### config.mk
export PLATFORM = sky130hd
export DESIGN_NAME = ifu_lsu_bus_arbiter
export DESIGN_NICKNAME = d
export VERILOG_FILES = /design/src/rtl/ifu_lsu_bus_arbiter.sv
export SDC_FILE = /design/constraint.sdc
export NUM_CORES = 1
export LEC_CHECK = 0
export CAP_MARGIN = 5
export CELL_PAD_IN_SITES_DETAIL_PLACEMENT = 1
export CELL_PAD_IN_SITES_GLOBAL_PLACEMENT = 1
export CORE_MARGIN = 1.5
export CORE_UTILIZATION = 34
export CTS_BUF_LIST = sky130_fd_sc_hd__clkbuf_4
export CTS_CLUSTER_SIZE = 14
export DETAILED_ROUTE_END_ITERATION = 7
export GPL_TIMING_DRIVEN = 0
export PLACE_DENSITY = 0.81
export SLEW_MARGIN = 20
export SYNTH_ARGS = -nofsm -noshare
export SYNTH_HDL_FRONTEND = slang
export SYNTH_SLANG_ARGS = --single-unit
### constraint.sdc
create_clock -name clk -period 2.9 [get_ports clk]
set_input_delay 0.435 -clock clk [delete_from_list [all_inputs] [get_ports clk]]
set_output_delay 0.435 -clock clk [all_outputs]
set_load 0.1 [all_outputs]
### src/rtl/ifu_lsu_bus_arbiter.sv
// Shares one core-side memory bus between the IFU (read-only) and the LSU (read/write).
// One outstanding transaction, round-robin grant, latched request fields, response watchdog.
module ifu_lsu_bus_arbiter #(
    parameter int ADDR_W         = 32,
    parameter int DATA_W         = 32,
    parameter int TIMEOUT_CYCLES = 255,
    parameter int CNT_W          = 16
) (
    input  logic                  clk,
    input  logic                  rst,

    input  logic [ADDR_W-1:0]     ifu_araddr,
    input  logic                  ifu_arvalid,
    output logic [DATA_W-1:0]     ifu_rdata,
    output logic                  ifu_rvalid,
    output logic                  ifu_err,

    input  logic [ADDR_W-1:0]     lsu_addr,
    input  logic                  lsu_valid,
    input  logic                  lsu_write,
    input  logic [DATA_W-1:0]     lsu_wdata,
    input  logic [DATA_W/8-1:0]   lsu_wstrb,
    output logic [DATA_W-1:0]     lsu_rdata,
    output logic                  lsu_rvalid,
    output logic                  lsu_err,

    output logic                  m_valid,
    input  logic                  m_ready,
    output logic                  m_write,
    output logic [ADDR_W-1:0]     m_addr,
    output logic [DATA_W-1:0]     m_wdata,
    output logic [DATA_W/8-1:0]   m_wstrb,
    input  logic                  m_resp_valid,
    input  logic [DATA_W-1:0]     m_rdata,

    output logic                  busy
);

    localparam logic [1:0] ST_IDLE = 2'd0;
    localparam logic [1:0] ST_REQ  = 2'd1;
    localparam logic [1:0] ST_RESP = 2'd2;
    localparam logic [1:0] ST_COOL = 2'd3;

    localparam logic OWN_IFU = 1'b0;
    localparam logic OWN_LSU = 1'b1;

    localparam logic [CNT_W-1:0] TO_LAST = CNT_W'(TIMEOUT_CYCLES - 1);

    logic [1:0]          state;
    logic                owner;
    logic                lg;
    logic                to_flag;
    logic [CNT_W-1:0]    wd_cnt;

    logic [ADDR_W-1:0]   addr_q;
    logic                write_q;
    logic [DATA_W-1:0]   wdata_q;
    logic [DATA_W/8-1:0] strb_q;
    logic [DATA_W-1:0]   ifu_rdata_q;
    logic [DATA_W-1:0]   lsu_rdata_q;

    logic grant_ifu;
    logic grant_lsu;
    logic resp_now;
    logic to_now;
    logic wd_expire;

    always_comb begin
        grant_lsu = lsu_valid && (!ifu_arvalid || (lg == OWN_IFU));
        grant_ifu = ifu_arvalid && !grant_lsu;
        // An accept with a same-cycle response is delivered straight from REQ.
        resp_now  = m_resp_valid && ((state == ST_RESP) || ((state == ST_REQ) && m_ready));
        // A timeout is reported during the COOL cycle that follows expiry.
        to_now    = (state == ST_COOL) && to_flag;
        wd_expire = ((state == ST_REQ) || (state == ST_RESP)) && (wd_cnt == TO_LAST) && !resp_now;
    end

    always_comb begin
        m_valid = (state == ST_REQ);
        m_write = write_q;
        m_addr  = addr_q;
        m_wdata = wdata_q;
        m_wstrb = strb_q;
        busy    = (state != ST_IDLE);

        ifu_rvalid = (resp_now || to_now) && (owner == OWN_IFU);
        ifu_err    = to_now && (owner == OWN_IFU);
        lsu_rvalid = (resp_now || to_now) && (owner == OWN_LSU);
        lsu_err    = to_now && (owner == OWN_LSU);

        ifu_rdata = ifu_rdata_q;
        if (owner == OWN_IFU) begin
            if (resp_now)    ifu_rdata = m_rdata;
            else if (to_now) ifu_rdata = '0;
        end
        lsu_rdata = lsu_rdata_q;
        if (owner == OWN_LSU) begin
            if (resp_now)    lsu_rdata = m_rdata;
            else if (to_now) lsu_rdata = '0;
        end
    end

    always_ff @(posedge clk or negedge rst) begin
        if (!rst) begin
            state       <= ST_IDLE;
            owner       <= OWN_IFU;
            lg          <= OWN_IFU;
            to_flag     <= 1'b0;
            wd_cnt      <= '0;
            addr_q      <= '0;
            write_q     <= 1'b0;
            wdata_q     <= '0;
            strb_q      <= '0;
            ifu_rdata_q <= '0;
            lsu_rdata_q <= '0;
        end else begin
            case (state)
                ST_IDLE: begin
                    if (grant_ifu || grant_lsu) begin
                        owner   <= grant_lsu ? OWN_LSU : OWN_IFU;
                        lg      <= grant_lsu ? OWN_LSU : OWN_IFU;
                        state   <= ST_REQ;
                        wd_cnt  <= '0;
                        to_flag <= 1'b0;
                        if (grant_lsu) begin
                            addr_q  <= lsu_addr;
                            write_q <= lsu_write;
                            wdata_q <= lsu_wdata;
                            strb_q  <= lsu_wstrb;
                        end else begin
                            addr_q  <= ifu_araddr;
                            write_q <= 1'b0;
                            wdata_q <= '0;
                            strb_q  <= '0;
                        end
                    end
                end
                ST_REQ, ST_RESP: begin
                    wd_cnt <= wd_cnt + 1'b1;
                    if (resp_now) begin
                        state <= ST_COOL;
                    end else if (wd_expire) begin
                        state   <= ST_COOL;
                        to_flag <= 1'b1;
                    end else if ((state == ST_REQ) && m_ready) begin
                        state <= ST_RESP;
                    end
                end
                ST_COOL: begin
                    state   <= ST_IDLE;
                    to_flag <= 1'b0;
                end
                default: state <= ST_IDLE;
            endcase

            if (resp_now) begin
                if (owner == OWN_LSU) lsu_rdata_q <= m_rdata;
                else                  ifu_rdata_q <= m_rdata;
            end else if (to_now) begin
                if (owner == OWN_LSU) lsu_rdata_q <= '0;
                else                  ifu_rdata_q <= '0;
            end
        end
    end

endmodule
**Yosys cells after proc, flatten, opt, wreduce, memory -nomap -nowiden**

Index checks and enable logic that the tools add are counted.

- Bits in registers: 153
- Input bits: 139
- Word-level logic and storage cells: 84

- Add/sub/neg operators: 1
- Equal/unequal tests: 12
- Mux-type cells: 30
- Bitwise gates (word level): 1
- Reductions and logical operators: 30

Operators with widths:

| cell | number |
|---|---|
| 32-bit two-way mux | 16 |
| 16-bit case mux with 2 select lines | 1 |
| 16-bit by 1-bit adder with 16-bit output (second input constant) | 1 |
| 16-bit by 8-bit == test with 1-bit output (second input constant) | 1 |
| 16-bit two-way mux | 1 |
| 2-bit != test (second input constant) | 7 |
| 1-bit logical AND | 11 |
| 3-bit AND reduction | 3 |
| 2-bit two-way mux | 4 |
| 2-bit case mux with 3 select lines | 1 |
| 2-bit AND reduction | 3 |
| 2-bit nonzero test | 3 |
| 1-bit logical OR | 5 |
| 1-bit two-way mux | 5 |
| 2-bit == test (second input constant) | 2 |
| 4-bit two-way mux | 1 |
| 4-bit != test (second input constant) | 1 |
| 1-bit logical NOT | 3 |
| 1-bit case mux with 3 select lines | 1 |
| 2-bit by 1-bit == test with 1-bit output (second input constant) | 1 |
| 2-bit logical NOT | 1 |
| 2-bit OR reduction | 1 |
| 1-bit NOT | 1 |

**Longest topological paths before layout**

- Depth after elaboration: 9
- Depth in mapped cells: 8
- Depth with buffers taken out: 6

**Worst setup path after synthesis**

No wires, ideal clock.

- Kind: register -> output
- Start: register state[1]
- End: output lsu_rdata[0]
- Arrival time: 3118 ps
- Data required time: 2465 ps
- Slack: -653 ps
- Cell stages (with the launch flop): 8
- Path buffers: 1
- Cell sequence: dfrtp_1 > inv_1 > ha_1 > and2_1 > o21ai_1 > nor2_1 > clkbuf_1 > a22o_1

- Longest elaborated chain between the ends: 6
- Elaborated cells between the ends (all ways): 10

RTL lines:

| element | line | RTL |
|---|---|---|
| start: declaration | 49 | `logic [1:0] state;` |
| start signal: assignment | 105 | `state <= ST_IDLE;` |
| start signal: assignment | 122 | `state <= ST_REQ;` |
| start signal: assignment | 141 | `state <= ST_COOL;` |
| 2-bit by 1-bit == test with 1-bit output | -- |  |
| named net m_valid | 27 | `output logic m_valid,` |
| 1-bit logical AND | 72 | `resp_now = m_resp_valid && ((state == ST_RESP) \|\| ((state == ST_REQ) && m_ready));` |
| 1-bit logical OR | 72 |  |
| 1-bit logical AND | 72 |  |
| 32-bit two-way mux | 98 | `if (resp_now) lsu_rdata = m_rdata;` |
| 32-bit two-way mux | 97 | `if (owner == OWN_LSU) begin` |
| end: declaration | 23 | `output logic [DATA_W-1:0] lsu_rdata,` |

The timed path passes the listed nets, and every way through them passes these cells.

**Worst setup path after layout**

- Start: register state[1]
- End: output ifu_rdata[17]

- Longest elaborated chain between the ends: 6
- Elaborated cells between the ends (all ways): 10

RTL lines:

| element | line | RTL |
|---|---|---|
| 2-bit by 1-bit == test with 1-bit output | 72 |  |
| 1-bit logical AND | 72 |  |
| 1-bit logical OR | 72 |  |
| 1-bit logical AND | 72 |  |
| 32-bit two-way mux (*) | 93 | `if (resp_now) ifu_rdata = m_rdata;` |
| 32-bit two-way mux (*) | 92 | `if (owner == OWN_IFU) begin` |
| end: declaration | 14 | `output logic [DATA_W-1:0] ifu_rdata,` |

Mark *: on every way between the ends. The rest lies on a longest branch, timed or not.

==> results.tsv <==
stage	metric	value	unit
grt	vias in the first global route	7021	
synthesis	Syn Nets	718	
finish	layout cells sized above 1	25.6	%
setup_path	CP endpoint kind	output pin	
setup_path	CP required	2.47	ns
grt	gr ovfl total	0	
synthesis	mux contribution to synthesized area	4.89	%
synthesis	simple-gate share of the synthesized area	6.20	%
drt	Routed WL per cell	24.9	microns
setup_path	Worst Path Max Fanout	7	
synthesis	Cell Area, Synth	6760	sq um
synthesis	Synth top area share	56.7	%
worst_hold_path	worst hold path type	in2reg	
timing	fmax	0.327	GHz
grt	pin count of the biggest net entering global routing	82	
finish	Post-layout nets	1051	
clock_network	CTS Buf Count	17	
placed_design	# port buffers	277	
worst_hold_path	Hold Path Depth	2	
timing	Slew HR	26.0	%
placed_design	HPWL after detailed placement	17700	microns
setup_path	Data arrival, critical path	2.62	ns
clock_network	clock latency on the worst-skew pair	0.59	ns
drt	routed wire length	29600	microns
drt	Routed Antenna Nets	0	
timing	Worst-Margin Slew	1.11	ns
floorplanning	core area	19500	sq um
drt	DRT iter0 DRCs	288	
worst_hold_path	Hold Crit Endpoint	m_wdata[6]	
floorplanning	initial core utilization	34.7	%
synthesis	main combinational cell family by area after synthesis	compound AO/OA/AOI/OAI gates	
floorplanning	Die W	144	microns
timing	number of max-slew violations in the final report	0	
synthesis	xor-xnor portion of the synthesized cell area	1.04	%
clock_network	# H-tree levels	4	
finish	synthesis-to-layout area growth	77.4	%
drt	vias per inst	5.53	
clock_network	TritonCTS clock tree	built	
drt	Initial DRT Pass Iterations	4	
setup_path	worst r2r path cells	11	
timing	unrepaired setup endpoints after global routing	true	
grt	first-pass GRT wire length	42900	microns
floorplanning	I/O Pins	278	
finish	final core utilization	61.6	%
setup_path	Reg2Reg Launch Point	state[1]	
synthesis	top post-synthesis cells by count	a22o_1, dfrtp_1, o21ai_0	
timing	worst setup margin	-0.155	ns
clock_network	Root Driver	clkbuf_4	
drt	Residual DRC	0	
timing	final hold vios	0	
timing	Clock Skew	0.0186	ns
setup_path	type of origin of the critical path	flop	
floorplanning	Die ar.	20700	sq um
clock_network	clk sink count	153	
synthesis	register area share after synthesis	56.7	%
synthesis	post-synthesis register bit count	153	
synthesis	number of flops mapped to enable cells by yosys	0	
synthesis	Compound-Gate Fraction of Synth Area	26.8	%
synthesis	Yosys Warn Count	0	
grt	gr usage total	28.1	%
synthesis	Synth cell types	37	
synthesis	Main synth FF type	dfrtp_1	
synthesis	async set or reset register ratio after synthesis	100	%
clock_network	clk buf depth	2	
setup_path	Worst Setup SP	state[1]	
floorplanning	Placement Rows	51	
timing	fin crit share	105	%
run	Max-cap violations	0	
drt	routed vias	6556	
synthesis	Avg Cell Area, Syn	11.8	sq um
synthesis	Synth Area in Adders	1.11	%
timing	fin crit period	3.06	ns
worst_hold_path	Worst Hold Launch	lsu_wdata[6]	
synthesis	cell with the most instances after synthesis	a22o_1	
grt	antenna violations before repair	1	
setup_path	Setup CP Type	reg2out	
synthesis	Synth Instances	573	
setup_path	Reg2Reg Setup Slack	0.27	ns
setup_path	RR Endpoint	ifu_rdata_q[17]	
placed_design	gpl congestion	0.796	
synthesis	Synth area leader	dfrtp_1	
timing	Finish-stage setup viols	62	
floorplanning	Die Y	144	microns
status	outcome	finished with violations	
status	failing checks	negative setup slack	
clock_network	Clock transition at path regs	0.15	ns
synthesis	Synth area leaders	dfrtp_1, a22o_1, mux2i_1	
cell usage in the layout, fill, tap and decap left out, types with 6 or more instances in the layout:
cell type and count:
a21oi_1 6, a22o_1 101, a22o_4 64, buf_1 8
buf_12 68, buf_4 25, buf_6 14, clkbuf_1 19
clkbuf_4 17, clkdlybuf4s50_1 206, dfrtp_1 153, mux2i_1 33
nand2_1 38, nor2_1 17, o21ai_0 41, xnor2_1 8
sequential cells by signal, summed over array words and instances, names as in the netlist:
signal / flops
ifu_rdata_q: 32
lg: 1
m_wdata: 32
m_write: 1
state: 2
to_flag: 1
m_addr: 32
m_wstrb: 4
wd_cnt: 16
lsu_rdata_q: 32
critical path: stages, from the launching register on:
cell and delay [ns]:
dfrtp_1 0.42, buf_6 0.12, inv_4 0.03, ha_4 0.15, and2_4 0.16, o21ai_4 0.28
nor2_4 0.14, buf_12 0.16, clkbuf_16 0.15, a22o_4 0.27, buf_12 0.17
per-layer routing:
metal	share of wire [%]	wire length [microns]	vias up	global-route usage, %
li1	-	-	2855	-
met1	36	10500	3364	30.1
met2	54	16000	276	51.8
met3	7.6	2250	61	8.83
met4	2.7	810	0	9.34
met5	0	0	-	0
area by class of cell:
type	instances	area [sq um]
clock buffer	17	128
multi-input combinational	364	3330
clock inverter	13	154
tap	265	332
fill	1890	7480
timing repair buffer	323	3900
buffer	39	268
antenna	3	7.51
inverter	8	40.0
sequential	153	3830
worst max path at each step:
| stage | endpoint | slack [ns] |
|---|---|---|
| floorplan | lsu_rdata[0] | -0.05 |
| global placement | m_wdata[17] | -4.97 |
| detailed placement | ifu_rdata[6] | -1.31 |
| CTS | lsu_rdata[8] | -0.15 |
| global route | ifu_rdata[17] | -0.25 |
| finish | ifu_rdata[17] | -0.16 |
metrics by stage:
| step | setup TNS, ns | worst slack (ns) | cells | hold WS (ns) | instance area [sq um] |
|---|---|---|---|---|---|
| after floorplan | -3.34 | -0.0530 | 573 | 0.139 | 6850 |
| after global routing | -9.78 | -0.245 | 1183 | 0.394 | 12000 |
| after CTS | -6.25 | -0.154 | 1178 | 0.414 | 11800 |
| final | -3.56 | -0.155 | 1185 | 0.432 | 12000 |
| after global placement | -835.02 | -4.97 | 1115 | 0.460 | 9950 |
| after detailed placement | -80.50 | -1.31 | 1116 | 0.472 | 9980 |
what timing repair did:
item | CTS | global route
cloned | 6 | 3
resized for setup | 711 | 54
setup buffers | 27 | 14
pin swaps | 11 | 39
endpoints found under the hold margin | 80 | 0
endpoints found under the setup margin | 70 | 68
hold buffers | 1 | 0
cell families (layout without fill, tap and decap cells):
logic type,Yosys count,count (layout)
buffers and inverters,57,400
DFF,153,153
other,0,3
xor gates and xnor gates,8,8
muxes,33,33
AOI/OAI and AO/OA,230,231
adders and majority gates,6,6
and+or+nand+nor,86,86
Power is left out: the tool's default activity adds up to more than one toggle a clock period on the data nets, which glitch-free logic cannot reach.
